[src/rtl/reg_file.sv]
// Register file: 2 combinational read ports, 1 write port, x0 hardwired to zero, registered a0 mirror.
// Latency: reads 0 cycles, writes visible next cycle, a0 updates on the write edge; no backpressure, always ready.
module reg_file #(
    parameter int ADDRESS_WIDTH = 5,
    parameter int DATA_WIDTH    = 32,
    parameter int BYPASS        = 1,
    parameter int A0_INDEX      = 10
) (
    input  logic                     clk,
    input  logic                     rst_n,
    input  logic [ADDRESS_WIDTH-1:0] AD1,
    input  logic [ADDRESS_WIDTH-1:0] AD2,
    input  logic [ADDRESS_WIDTH-1:0] AD3,
    input  logic                     WE3,
    input  logic [DATA_WIDTH-1:0]    WD3,
    output logic [DATA_WIDTH-1:0]    RD1,
    output logic [DATA_WIDTH-1:0]    RD2,
    output logic [DATA_WIDTH-1:0]    a0
);

    localparam int                     NUM_REGS = 2 ** ADDRESS_WIDTH;
    localparam logic [ADDRESS_WIDTH-1:0] A0_ADDR = ADDRESS_WIDTH'(A0_INDEX);

    logic [DATA_WIDTH-1:0] regs [NUM_REGS];
    logic                  wr_en;
    logic [DATA_WIDTH-1:0] a0_next;

    assign wr_en = WE3 && (AD3 != '0);

    // a0 tracks the post-edge value of its register, so a same-edge write is forwarded.
    always_comb begin
        a0_next = regs[A0_ADDR];
        if (wr_en && (AD3 == A0_ADDR)) begin
            a0_next = WD3;
        end
    end

    always_ff @(posedge clk) begin
        if (!rst_n) begin
            for (int i = 0; i < NUM_REGS; i++) begin
                regs[i] <= '0;
            end
            a0 <= '0;
        end else begin
            if (wr_en) begin
                regs[AD3] <= WD3;
            end
            a0 <= a0_next;
        end
    end

    always_comb begin
        RD1 = '0;
        if (AD1 != '0) begin
            if ((BYPASS != 0) && WE3 && (AD3 == AD1)) begin
                RD1 = WD3;
            end else begin
                RD1 = regs[AD1];
            end
        end
    end

    always_comb begin
        RD2 = '0;
        if (AD2 != '0) begin
            if ((BYPASS != 0) && WE3 && (AD3 == AD2)) begin
                RD2 = WD3;
            end else begin
                RD2 = regs[AD2];
            end
        end
    end

endmodule

[config.mk]
export PLATFORM = sky130hd
export DESIGN_NAME = reg_file
export DESIGN_NICKNAME = d
export VERILOG_FILES = /design/src/rtl/reg_file.sv
export SDC_FILE = /design/constraint.sdc
export NUM_CORES = 2
export LEC_CHECK = 0
export BUFFER_PORTS_ARGS = -buffer_cell sky130_fd_sc_hd__buf_2
export CAP_MARGIN = 40
export CORE_ASPECT_RATIO = 2
export CORE_MARGIN = 4
export CORE_UTILIZATION = 40
export DETAILED_ROUTE_END_ITERATION = 10
export HOLD_SLACK_MARGIN = 0.06
export PLACE_DENSITY_LB_ADDON = 0.1
export SLEW_MARGIN = 20
export SYNTH_ARGS = -nofsm -noshare
export SYNTH_HDL_FRONTEND = slang
export SYNTH_SLANG_ARGS = --single-unit
export TNS_END_PERCENT = 100
[constraint.sdc]
create_clock -name clk -period 10.4 [get_ports clk]
set_clock_uncertainty 0.1 [all_clocks]
set_input_delay 0.52 -clock clk [delete_from_list [all_inputs] [get_ports clk]]
set_output_delay 0.52 -clock clk [all_outputs]
set_load 0.01 [all_outputs]
==> results.md <==
- Vias: 37000
- Post-CTS Setup Inserts: 0
- Hold Buf Count CTS: 0
- Post-cts resize count: 0
- TritonCTS clock tree: yes
- Worst Max-Slew Pin Slew: 0.966 ns
- Nets: around 4000
- Area growth syn-to-layout: 13.0%
- Maximum vdd drop: 141 µV
- Fill count: 12200
- Average wire per standard cell: 39.3 µm
- Register Area: around 0.031 mm²
- Startpoint types: input port
- Asr flop ratio synth: 0%
- Hold Vio Cnt, Final: 0
- Post-Synthesis Cell Area: 0.0560 mm²
- CP top delay family: buffers and inverters
- Hold Path Depth: 3
- Port bufs: between 100 and 150
- Chip width: 273 µm
- Clock Latency Late Sink: 0.71 ns
- Setup TNS: 0 ns
- Status: complete, no violations
- Total gr overflow: 0
- Synth Area per Inst: 14.5 µm²
- Post-DRT Antenna Nets: 0
- # rows: between 150 and 200
- FF-to-FF End: a0[5]
- WP buf/inv: 5
- Sequential element share of the synthesized area: 56.0%
- Number of vias per cell: around 6.3
- Most instantiated library cell after synthesis: edfxtp_1
- Post-synth top cells: 1024 x edfxtp_1, 996 x and2_1, 395 x mux4_2
- Slew headroom: 35.3%
- First-pass GRT wire length: 314000 µm
- Leakage Power: about 22 nW
- PD cells: 163 mW/mm²
- Num CTS Buffers: 100
- CP required: 9.78 ns
- Crit path top cell by count: buf_4
- WL final: 231000 µm
- Upper clock frequency limit: 0.209 GHz
- DP Wirelength: 143000 µm
- R2R depth: 1
- Initial DRC Count: 4415
- GP Congestion: 0.879
- CTS sink cnt: between 1000 and 1500
- Initial Util: around two fifths
- Die Y: 537 µm
- Setup violators final: 0
- Vias in the first global route: 38300
- Final Hold Slack: 0.367 ns
- Synth Instances: between 3000 and 4000
- Overall Global Routing Usage: 31.1%
- CP cell instances: buf_8, buf_4, buf_4, nor3b_2, buf_4, a22o_1, a2111oi_1, o221a_2, buf_2
- Fin crit period: ~4.8 ns
- Multi-input logic area: 0.0236 mm²
- Synth area leaders: edfxtp_1 55%, mux4_2 16%, and2_1 11%
- Maxcap violations: 0
- Slowest stage delay, CP: ~0.80 ns
- Hold Crit Class: in2reg
- Initial antenna violation count: 19
- Clock root cell: clkbuf_16
- Post-synth EDFFs: between 1000 and 1500
- Reg2reg start: regs[10][5]
- Slew Viols, Final: 0
- Die area: 0.147 mm²
- WS Path Type: in2out
- DRC Markers: 0
- Synth cell types: 55
- Top cell type's share of synthesized area: 54.9%
- Ys flop type: edfxtp_1
- Synth area leader: edfxtp_1
- Critical-path top delay cell: a2111oi_1
- Reg clk slew, reported paths: roughly 0.07 ns
- Final instance area: 0.0633 mm²
- Worst-path fanout max: 39
- Syn. warnings: 0
- Flop and latch count out of synthesis: between 1000 and 1500
- H-tree depth: 3
- Core outline area: 0.140 mm²
- Critical path arrival: about 4.2 ns
- Hold_sp: WD3[24]
- CTS Buffer Depth: 3
- R2r setup slk: 9.43 ns
- Fin crit share: 45.9%
- Largest net degree at the start of global routing: 95
- Fraction of layout cells with a size suffix above 1: 24.9%
- CP Capture Type: output pin
- Io pins: 146
- Unrepaired setup endpoints after global routing: no
- Dpl cell area: 0.0598 mm²
- Hold endpoint: regs[25][24]
- First-pass DRT Iterations: 6
-- through the flow --
stage	setup WS [ns]	power, mW	utilization, %	instances
after CTS	5.54	10.3	45.2	5848
after detailed placement	5.56	6.48	42.9	5664
after floorplan	6.22	5.85	-	3889
after global placement	5.17	6.44	42.4	5632
final	5.62	10.3	45.4	5864
after global routing	5.60	10.5	45.3	5856
-- state kept, by name, summed over array words and instances (netlist names) --
| signal | flops |
|---|---|
| regs | 1024 |
| a0 | 32 |
-- cells in the final DEF, fill, tap and decap left out, types with 21 or more instances in the layout --
| cell type | netlist | final |
|---|---|---|
| buf_2 | 51 | 140 |
| clkinv_1 | 2 | 21 |
| a21oi_1 | 47 | 47 |
| mux2i_1 | 285 | 285 |
| a22oi_1 | 147 | 147 |
| conb_1 | 1 | 32 |
| buf_4 | 42 | 142 |
| o221a_2 | 28 | 28 |
| o21ai_4 | 0 | 31 |
| nor2_4 | 0 | 35 |
| a21o_1 | 33 | 33 |
| clkbuf_16 | 0 | 105 |
| mux4_2 | 395 | 395 |
| a22o_1 | 24 | 24 |
| nand2_1 | 84 | 84 |
| dfxtp_1 | 32 | 32 |
| o21ai_0 | 56 | 25 |
| and2_1 | 996 | 995 |
| edfxtp_1 | 1024 | 1024 |
-- worst max path at each step --
stage	end	cells past startpoint	startpoint
3_5_place_dp	RD1[16]	10	AD1[0]
4_1_cts	RD1[16]	10	AD1[0]
5_1_grt	RD2[15]	10	AD2[0]
6_report	RD2[14]	9	AD2[1]
2_1_floorplan	regs[4][0]	4	AD3[4]
3_3_place_gp	RD2[15]	9	AD2[0]
-- routing by layer --
layer / track usage (%) / vias to the layer above / wire, µm
li1: - / 14900 / -
met1: 36.8 / 19500 / 81500
met2: 53.6 / 1955 / 115000
met3: 4.83 / 634 / 17000
met4: 18.8 / 8 / 16700
met5: 0 / - / 45
-- cells by family (layout without fill, tap and decap cells) --
logic type,after synthesis,in the layout,share of synthesized area (%)
simple gates,1205,1205,12.9
flops,1056,1056,56.0
mux,688,688,21.1
compound gates,485,485,6.48
buf+inv,413,517,3.36
xor+xnor,10,10,0.156
other cells,1,41,0.00669
-- cell type report --
type	instances	area share, %
Antenna cell	9	0.0356
Inverter	7	0.0415
Tap cell	1862	3.68
Clock buffer	126	4.31
Multi-Input combinational cell	2420	37.2
Sequential cell	1056	49.6
Timing Repair Buffer	326	4.19
Clock inverter	58	0.925
-- power by group --
group	switching [mW]	internal, mW	leakage [nW]
sequential	0.123	4.90	10.0
clock	1.73	2.15	1.61
combinational	0.861	0.531	10.8
Power figures use the tool's default switching activity.
